`config.mk`:
```
export PLATFORM = sky130hd
export DESIGN_NAME = hazard_ctrl
export DESIGN_NICKNAME = d
export VERILOG_FILES = /design/src/rtl/riscv_pkg.sv /design/src/rtl/hazard_slot.sv /design/src/rtl/hazard_ctrl.sv
export SDC_FILE = /design/constraint.sdc
export NUM_CORES = 1
export LEC_CHECK = 0
export BUFFER_PORTS_ARGS = -buffer_cell sky130_fd_sc_hd__buf_2
export CAP_MARGIN = 20
export CORE_ASPECT_RATIO = 1.1
export CORE_MARGIN = 1
export CORE_UTILIZATION = 52
export DETAILED_ROUTE_END_ITERATION = 7
export PLACE_DENSITY = 0.79
export SYNTH_ARGS = -nofsm -noshare
export SYNTH_HDL_FRONTEND = slang
export SYNTH_SLANG_ARGS = --single-unit
```
`constraint.sdc`:
```
create_clock -name clk -period 2.24 [get_ports clk]
set_input_delay 0.112 -clock clk [delete_from_list [all_inputs] [get_ports clk]]
set_output_delay 0.112 -clock clk [all_outputs]
set_load 0.05 [all_outputs]
```
`src/rtl/riscv_pkg.sv`:
```
// Shared encodings for the RV32E pipeline control blocks: forwarding selects,
// hazard FSM states and the register address width.
package riscv_pkg;

   localparam int REG_ADDR_W = 4;

   localparam logic [1:0] FWD_REG = 2'b00;
   localparam logic [1:0] FWD_MEM = 2'b01;
   localparam logic [1:0] FWD_WB  = 2'b10;

   typedef enum logic [1:0] {
      ST_RUN      = 2'b00,
      ST_MEM_WAIT = 2'b01,
      ST_TIMEOUT  = 2'b10
   } hz_state_e;

endpackage

```
`src/rtl/hazard_slot.sv`:
```
// One pipeline tracking slot {valid, rd, reg_write, mem_read}.
// Priority: clear, then advance (load d_*), otherwise hold.
module hazard_slot #(
   parameter int ADDR_W = riscv_pkg::REG_ADDR_W
) (
   input  logic              clk,
   input  logic              rst,
   input  logic              clear,
   input  logic              advance,
   input  logic              d_valid,
   input  logic [ADDR_W-1:0] d_rd,
   input  logic              d_reg_write,
   input  logic              d_mem_read,
   output logic              q_valid,
   output logic [ADDR_W-1:0] q_rd,
   output logic              q_reg_write,
   output logic              q_mem_read
);

   logic              valid_q, valid_d;
   logic [ADDR_W-1:0] rd_q, rd_d;
   logic              reg_write_q, reg_write_d;
   logic              mem_read_q, mem_read_d;

   always_comb begin
      valid_d     = valid_q;
      rd_d        = rd_q;
      reg_write_d = reg_write_q;
      mem_read_d  = mem_read_q;
      if (clear) begin
         valid_d     = 1'b0;
         rd_d        = '0;
         reg_write_d = 1'b0;
         mem_read_d  = 1'b0;
      end else if (advance) begin
         valid_d     = d_valid;
         rd_d        = d_rd;
         reg_write_d = d_reg_write;
         mem_read_d  = d_mem_read;
      end
   end

   always_ff @(posedge clk or posedge rst) begin
      if (rst) begin
         valid_q     <= 1'b0;
         rd_q        <= '0;
         reg_write_q <= 1'b0;
         mem_read_q  <= 1'b0;
      end else begin
         valid_q     <= valid_d;
         rd_q        <= rd_d;
         reg_write_q <= reg_write_d;
         mem_read_q  <= mem_read_d;
      end
   end

   assign q_valid     = valid_q;
   assign q_rd        = rd_q;
   assign q_reg_write = reg_write_q;
   assign q_mem_read  = mem_read_q;

endmodule

```
`src/rtl/hazard_ctrl.sv`:
```
// Pipeline hazard controller: load-use bubbles, branch flush, dmem freeze, EX forwarding.
// Define HAZARD_TIMEOUT_EN to add the MEM_WAIT watchdog and sticky mem_timeout flag.
//
// state       | meaning
// ST_RUN      | pipeline advancing; branch flush and load-use bubble resolved here
// ST_MEM_WAIT | data memory busy, whole pipeline frozen
// ST_TIMEOUT  | one flush cycle after a memory timeout (HAZARD_TIMEOUT_EN only)
module hazard_ctrl #(
   parameter int REG_ADDR_W  = riscv_pkg::REG_ADDR_W,
   parameter int STALL_CNT_W = 16,
   parameter int MEM_TIMEOUT = 64
) (
   input  logic                   clk,
   input  logic                   rst,
   input  logic                   id_valid,
   input  logic [REG_ADDR_W-1:0]  id_rs1_addr,
   input  logic [REG_ADDR_W-1:0]  id_rs2_addr,
   input  logic                   id_uses_rs1,
   input  logic                   id_uses_rs2,
   input  logic [REG_ADDR_W-1:0]  id_rd_addr,
   input  logic                   id_reg_write,
   input  logic                   id_mem_read,
   input  logic                   ex_branch_taken,
   input  logic                   dmem_req,
   input  logic                   dmem_ack,
   output logic                   stall_if,
   output logic                   stall_id,
   output logic                   flush_id,
   output logic                   bubble_ex,
   output logic                   freeze,
   output logic [1:0]             fwd_a_sel,
   output logic [1:0]             fwd_b_sel,
   output logic [STALL_CNT_W-1:0] stall_cycles,
   output logic                   mem_timeout
);
   import riscv_pkg::*;

   hz_state_e              state_q, state_d;
   logic [1:0]             fwd_a_q, fwd_a_d, fwd_b_q, fwd_b_d;
   logic [STALL_CNT_W-1:0] stall_cycles_q, stall_cycles_d;
   logic                   slot_clr, advance, to_expire, mem_busy, load_use;
   logic                   ex_valid, ex_rw, ex_ld, mem_valid, mem_rw, mem_ld;
   logic                   wb_valid, wb_rw, wb_ld, ex_live, mem_live;
   logic [REG_ADDR_W-1:0]  ex_rd, mem_rd, wb_rd;

   assign advance = ~freeze;

   hazard_slot #(.ADDR_W(REG_ADDR_W)) u_slot_ex (
      .clk(clk), .rst(rst), .clear(slot_clr), .advance(advance),
      .d_valid(id_valid & ~bubble_ex), .d_rd(id_rd_addr),
      .d_reg_write(id_reg_write), .d_mem_read(id_mem_read),
      .q_valid(ex_valid), .q_rd(ex_rd), .q_reg_write(ex_rw), .q_mem_read(ex_ld)
   );

   hazard_slot #(.ADDR_W(REG_ADDR_W)) u_slot_mem (
      .clk(clk), .rst(rst), .clear(slot_clr), .advance(advance),
      .d_valid(ex_valid), .d_rd(ex_rd), .d_reg_write(ex_rw), .d_mem_read(ex_ld),
      .q_valid(mem_valid), .q_rd(mem_rd), .q_reg_write(mem_rw), .q_mem_read(mem_ld)
   );

   hazard_slot #(.ADDR_W(REG_ADDR_W)) u_slot_wb (
      .clk(clk), .rst(rst), .clear(slot_clr), .advance(advance),
      .d_valid(mem_valid), .d_rd(mem_rd), .d_reg_write(mem_rw), .d_mem_read(mem_ld),
      .q_valid(wb_valid), .q_rd(wb_rd), .q_reg_write(wb_rw), .q_mem_read(wb_ld)
   );

   // WB occupancy is tracked for pipeline bookkeeping; nothing here consumes it yet.
   logic unused_wb;
   assign unused_wb = ^{wb_valid, wb_rd, wb_rw, wb_ld, mem_ld};

   assign ex_live  = ex_valid & ex_rw & (ex_rd != '0);
   assign mem_live = mem_valid & mem_rw & (mem_rd != '0);
   assign load_use = ex_live & ex_ld & id_valid &
                     ((id_uses_rs1 & (id_rs1_addr == ex_rd)) |
                      (id_uses_rs2 & (id_rs2_addr == ex_rd)));
   assign mem_busy = ~dmem_ack & (dmem_req | (state_q == ST_MEM_WAIT));

   function automatic logic [1:0] fwd_sel(input logic [REG_ADDR_W-1:0] src,
                                          input logic                  use_src,
                                          input logic                  ex_ok,
                                          input logic [REG_ADDR_W-1:0] ex_dst,
                                          input logic                  mem_ok,
                                          input logic [REG_ADDR_W-1:0] mem_dst);
      logic [1:0] sel;
      sel = FWD_REG;
      if (use_src && ex_ok && (ex_dst == src))
         sel = FWD_MEM;
      else if (use_src && mem_ok && (mem_dst == src))
         sel = FWD_WB;
      return sel;
   endfunction

`ifdef HAZARD_TIMEOUT_EN
   localparam int              TO_W      = $clog2(MEM_TIMEOUT + 1);
   localparam logic [TO_W-1:0] TO_RELOAD = TO_W'(MEM_TIMEOUT - 1);

   logic [TO_W-1:0] to_cnt_q, to_cnt_d;
   logic            mem_timeout_q, mem_timeout_d;

   assign to_expire = (state_q == ST_MEM_WAIT) & ~dmem_ack & (to_cnt_q == '0);

   always_comb begin
      to_cnt_d = TO_RELOAD;
      if ((state_q == ST_MEM_WAIT) && !dmem_ack && (to_cnt_q != '0))
         to_cnt_d = to_cnt_q - TO_W'(1);
      mem_timeout_d = mem_timeout_q | to_expire;
   end

   always_ff @(posedge clk or posedge rst) begin
      if (rst) begin
         to_cnt_q      <= TO_RELOAD;
         mem_timeout_q <= 1'b0;
      end else begin
         to_cnt_q      <= to_cnt_d;
         mem_timeout_q <= mem_timeout_d;
      end
   end

   assign mem_timeout = mem_timeout_q;
`else
   logic unused_timeout_cfg;
   assign unused_timeout_cfg = (MEM_TIMEOUT == 0);
   assign to_expire   = 1'b0;
   assign mem_timeout = 1'b0;
`endif

   always_comb begin
      stall_if  = 1'b0;
      stall_id  = 1'b0;
      flush_id  = 1'b0;
      bubble_ex = 1'b0;
      freeze    = 1'b0;
      slot_clr  = 1'b0;
      state_d   = state_q;
      case (state_q)
         // The ack cycle of MEM_WAIT already advances, so a branch or load-use held in
         // EX during the wait is resolved in that cycle.
         ST_RUN, ST_MEM_WAIT: begin
            if (mem_busy) begin
               freeze   = 1'b1;
               stall_if = 1'b1;
               stall_id = 1'b1;
               state_d  = ST_MEM_WAIT;
               if (to_expire) begin
                  slot_clr = 1'b1;
                  state_d  = ST_TIMEOUT;
               end
            end else begin
               state_d = ST_RUN;
               if (ex_branch_taken) begin
                  flush_id  = 1'b1;
                  bubble_ex = 1'b1;
               end else if (load_use) begin
                  stall_if  = 1'b1;
                  stall_id  = 1'b1;
                  bubble_ex = 1'b1;
               end
            end
         end
`ifdef HAZARD_TIMEOUT_EN
         ST_TIMEOUT: begin
            flush_id  = 1'b1;
            bubble_ex = 1'b1;
            state_d   = ST_RUN;
         end
`endif
         default: state_d = ST_RUN;
      endcase
      if (rst) begin
         stall_if  = 1'b0;
         stall_id  = 1'b0;
         flush_id  = 1'b0;
         bubble_ex = 1'b0;
         freeze    = 1'b0;
         slot_clr  = 1'b0;
      end
   end

   always_comb begin
      fwd_a_d = fwd_a_q;
      fwd_b_d = fwd_b_q;
      if (!freeze) begin
         if (id_valid && !bubble_ex) begin
            fwd_a_d = fwd_sel(id_rs1_addr, id_uses_rs1, ex_live & ~ex_ld, ex_rd, mem_live, mem_rd);
            fwd_b_d = fwd_sel(id_rs2_addr, id_uses_rs2, ex_live & ~ex_ld, ex_rd, mem_live, mem_rd);
         end else begin
            fwd_a_d = FWD_REG;
            fwd_b_d = FWD_REG;
         end
      end
      stall_cycles_d = stall_cycles_q;
      if (stall_if && (stall_cycles_q != '1))
         stall_cycles_d = stall_cycles_q + STALL_CNT_W'(1);
   end

   always_ff @(posedge clk or posedge rst) begin
      if (rst) begin
         state_q        <= ST_RUN;
         fwd_a_q        <= FWD_REG;
         fwd_b_q        <= FWD_REG;
         stall_cycles_q <= '0;
      end else begin
         state_q        <= state_d;
         fwd_a_q        <= fwd_a_d;
         fwd_b_q        <= fwd_b_d;
         stall_cycles_q <= stall_cycles_d;
      end
   end

   assign fwd_a_sel    = fwd_a_q;
   assign fwd_b_sel    = fwd_b_q;
   assign stall_cycles = stall_cycles_q;

endmodule

```
==> flow_summary_export.csv <==
group,metric,value,unit
logic_synthesis,synthFlopType,"sky130_fd_sc_hd__dfrtp_1",
grt,track_usage,23.4,%
clock_network,cts-buffers-inserted,5,
critical_path,flop2flop_setup_slack,120,ps
routing,detailedRoute.firstPassIterationCount,6,
sta,setup_repair_after_global_routing_missed_its_margin,"true",
routing,dr.first_iter.drc_count,50,
critical_path,worst_path_largest_cell_delay,470,ps
routing,vias,1431,
critical_path,endpoint_kind_of_the_worst_setup_timing_path,"output port",
critical_path,worst-endpoint-required,2130,ps
logic_synthesis,most_frequent_cell_after_synthesis,"sky130_fd_sc_hd__dfrtp_1",
sta,hold_viol,0,
power,power_density,716,nW/um^2
logic_synthesis,ys_top_cells_by_count,"34 x sky130_fd_sc_hd__dfrtp_1, 18 x sky130_fd_sc_hd__xor2_1, 16 x sky130_fd_sc_hd__nand2_1",
placement,place.detailed.hpwl,2800,um
critical_path,r2r-start,"u_slot_ex.q_rd[2]",
final_layout,area_growth_syn_to_layout,25.3,%
clock_network,clockBufferDepth,2,
critical_path,critical_path_peak_fanout,7,
logic_synthesis,post_synth_main_area_contributors,"sky130_fd_sc_hd__dfrtp_1 47%, sky130_fd_sc_hd__xor2_1 8.8%, sky130_fd_sc_hd__mux2_2 8.2%, sky130_fd_sc_hd__xnor2_1 3.9%, sky130_fd_sc_hd__nand2_1 3.4%",
critical_path,timing.critical_path.slowest_stage_cell,"sky130_fd_sc_hd__dfrtp_2",
critical_path,timing.setup.critical_path_class,"register to output port",
logic_synthesis,synth_top_area_share,47.5,%
power,power,1.61,mW
routing,number_of_nets_still_failing_antenna_checks_after_routing,0,
final_layout,num-nets-final,255,
floorplanning,design.portCount,48,
routing,routed_wirelength,3840,um
grt,grt.overflow.total,0,
sta,final.setup.tns,0,ps
critical_path,arrival,2110,ps
routing,post_route_drc_violation_count,3,
clock_network,clkSlewWorstSetupHoldPaths,120,ps
min_path,worst_hold_startpoint,"id_rd_addr[3]",
floorplanning,fp.dieArea,3680,um^2
final_layout,fin_util,68.0,%
critical_path,start_kind,"register",
floorplanning,die_width,58.0,um
outcome,violations,"design-rule violations",
grt,grt_first_pass_wirelength,6450,um
floorplanning,chipHeight,63.6,um
logic_synthesis,synth_edf_count,0,
sta,min_period,2220,ps
logic_synthesis,synth-seq-cells,34,
clock_network,cts.htree.levels,2,
grt,first_global_vias,1431,
floorplanning,placement_rows,22,
sta,slew_violations,0,
logic_synthesis,netlist_area,1790,um^2
power,cellLeakagePower,1.09,nW
run,cap_violations,0,
critical_path,critical_path.reg2reg.endpoint,"stall_cycles[14]",
logic_synthesis,post_synth.cell_area_avg,10.5,um^2
grt,number_of_antenna_violations_at_the_first_check_in_global_routing,0,
clock_network,numClockSinks,34,
critical_path,critical_path.cell_chain,"nor4_4 > nor4b_1 > a22o_2 > a31o_1 > buf_4 > buf_6",
clock_network,clock_insertion_delay_worst_skew,350,ps
placement,placer_congestion_estimate,0.820,
min_path,hold_wc_path_type,"input port to register",
routing,avgViaCountPerCell,5.32,
floorplanning,core,3300,um^2
clock_network,cts_root_buf,"sky130_fd_sc_hd__clkbuf_4",
critical_path,crit_path_start,"u_slot_ex.q_rd[2]",
sta,setup-violations-final,0,
final_layout,antenna_cells,0,
clock_network,tritoncts,"built",
logic_synthesis,yosysWarningCount,0,
power,ir_worst_vdd,511,uV
logic_synthesis,synth_seq_area_share,47.5,%
sta,timing.clock.skew,13.3,ps
final_layout,fillerInstances,263,
outcome,outcome,"finished with violations",
min_path,worstHoldEndpoint,"u_slot_ex.q_rd[3]",
logic_synthesis,postSynth.asyncResetShare,100,%
logic_synthesis,synth_area_leader_cell,"sky130_fd_sc_hd__dfrtp_1",
sta,fin_crit_sh,99.2,%
logic_synthesis,mappedNetlistNets,194,
floorplanning,floorplan.initialDensity,54.2,%
grt,grt_start_max_net_pins,37,
min_path,min_delay_path_depth,2,
routing,wl_per_cell,14.3,um
logic_synthesis,netlist_instances,171,
logic_synthesis,synth_cell_types,39,
final_layout,fraction_of_final_layout_cells_sized_beyond_drive_strength_1,36.1,%
sta,fmaxAchievable,0.450,GHz
critical_path,worst_r2r_path_depth,7,
placement,number_of_buffer_cells_added_on_primary_ports,46,
==> routing by layer <==
layer / global-route usage, % / vias to the layer above / wire, um
met5: 0 / - / 0
met4: 10.7 / 0 / 91
met3: 6.78 / 10 / 188
met2: 39.1 / 38 / 1880
met1: 27.2 / 661 / 1680
li1: - / 722 / -
==> where the power goes <==
| part | total (mW) | switching (mW) | internal [mW] |
|---|---|---|---|
| logic | 0.460 | 0.303 | 0.157 |
| registers | 0.774 | 0.0897 | 0.684 |
| clock network | 0.372 | 0.222 | 0.151 |
| total | 1.61 | 0.614 | 0.992 |
==> worst max-delay path: cells and delay by family (launching register included) <==
kind	cells	cell delay, ps
flops	1	470
buf+inv	2	310
compound gates	2	530
simple gates	2	450
==> repair_timing <==
item                       CTS  global route
hold buffers                 5             1
setup buffers                2             1
resized for setup            6             4
setup endpoints to repair    2             6
pin swaps                    2             2
hold endpoints to repair    38             1
==> cell type report <==
class                      count  area (um^2)  share of cell area (%)
clock buffer                   6         51.3                    2.29
clock inverter                 2         12.5                   0.557
inverter                       6         22.5                    1.00
multi-input combinational    126          900                    40.1
sequential                    34          856                    38.1
tap                           36         45.0                    2.01
timing repair buffer          59          358                    15.9
==> per-stage QoR <==
stage | setup WS, ps | cell area (um^2) | std cells | hold slack (ps)
finish | 17.8 | 2240 | 269 | 25.1
global route | -42.1 | 2240 | 269 | 4.67
CTS | 15.5 | 2210 | 267 | 6.71
detailed placement | 148 | 2060 | 252 | 296
global placement | 197 | 2060 | 252 | 296
floorplan | -34.0 | 1800 | 171 | 263
==> logic make-up (layout without fill, tap and decap cells) <==
logic type                 Yosys count  after routing  synth area share, %
adders and majority gates            1              1                0.698
DFF                                 34             34                 47.5
and+or+nand+nor                     69             69                 21.1
AOI/OAI and AO/OA                   15             15                 5.59
muxes                               14             14                 8.80
xor gates and xnor gates            26             26                 12.7
buffers and inverters               11             73                 3.42
other                                1              1                0.209
==> state kept, by name, summed over array words and instances (netlist names) <==
name                    flops
stall_cycles               16
u_slot_ex.q_mem_read        1
state_q                     1
u_slot_ex.q_reg_write       1
fwd_a_sel                   2
u_slot_ex.q_rd              4
fwd_b_sel                   2
u_slot_mem.q_reg_write      1
u_slot_mem.q_valid          1
u_slot_ex.q_valid           1
u_slot_mem.q_rd             4
==> how the worst max path moves through the flow <==
stage	end	slack, ps	depth (start not counted)
final	stall_if	20	6
after global routing	stall_id	-40	6
after CTS	stall_if	20	6
after detailed placement	stall_cycles[11]	150	8
after global placement	stall_cycles[11]	200	8
after floorplan	stall_cycles[1]	-30	7
==> placed cells by master (no fill, tap or decap), types with 2 or more instances in the layout <==
| cell | Yosys | routed |
|---|---|---|
| sky130_fd_sc_hd__dfrtp_1 | 34 | 30 |
| sky130_fd_sc_hd__nand2_1 | 16 | 16 |
| sky130_fd_sc_hd__nor3_1 | 10 | 9 |
| sky130_fd_sc_hd__nor4_1 | 2 | 2 |
| sky130_fd_sc_hd__buf_6 | 1 | 2 |
| sky130_fd_sc_hd__or4_1 | 2 | 2 |
| sky130_fd_sc_hd__nand4_1 | 5 | 5 |
| sky130_fd_sc_hd__xor2_1 | 18 | 18 |
| sky130_fd_sc_hd__dfrtp_2 | 0 | 4 |
| sky130_fd_sc_hd__and3_1 | 3 | 3 |
| sky130_fd_sc_hd__and2_1 | 2 | 2 |
| sky130_fd_sc_hd__and4_1 | 4 | 4 |
| sky130_fd_sc_hd__mux2_2 | 13 | 13 |
| sky130_fd_sc_hd__a21oi_1 | 3 | 3 |
| sky130_fd_sc_hd__xnor2_1 | 8 | 8 |
| sky130_fd_sc_hd__dlygate4sd3_1 | 0 | 6 |
| sky130_fd_sc_hd__buf_4 | 3 | 7 |
| sky130_fd_sc_hd__inv_1 | 5 | 5 |
| sky130_fd_sc_hd__buf_2 | 1 | 43 |
| sky130_fd_sc_hd__nand3_1 | 5 | 5 |
| sky130_fd_sc_hd__nor2_1 | 11 | 11 |
| sky130_fd_sc_hd__nand3b_1 | 2 | 2 |
| sky130_fd_sc_hd__o21ai_0 | 4 | 4 |
| sky130_fd_sc_hd__clkbuf_4 | 0 | 6 |
Power figures use the tool's default switching activity.
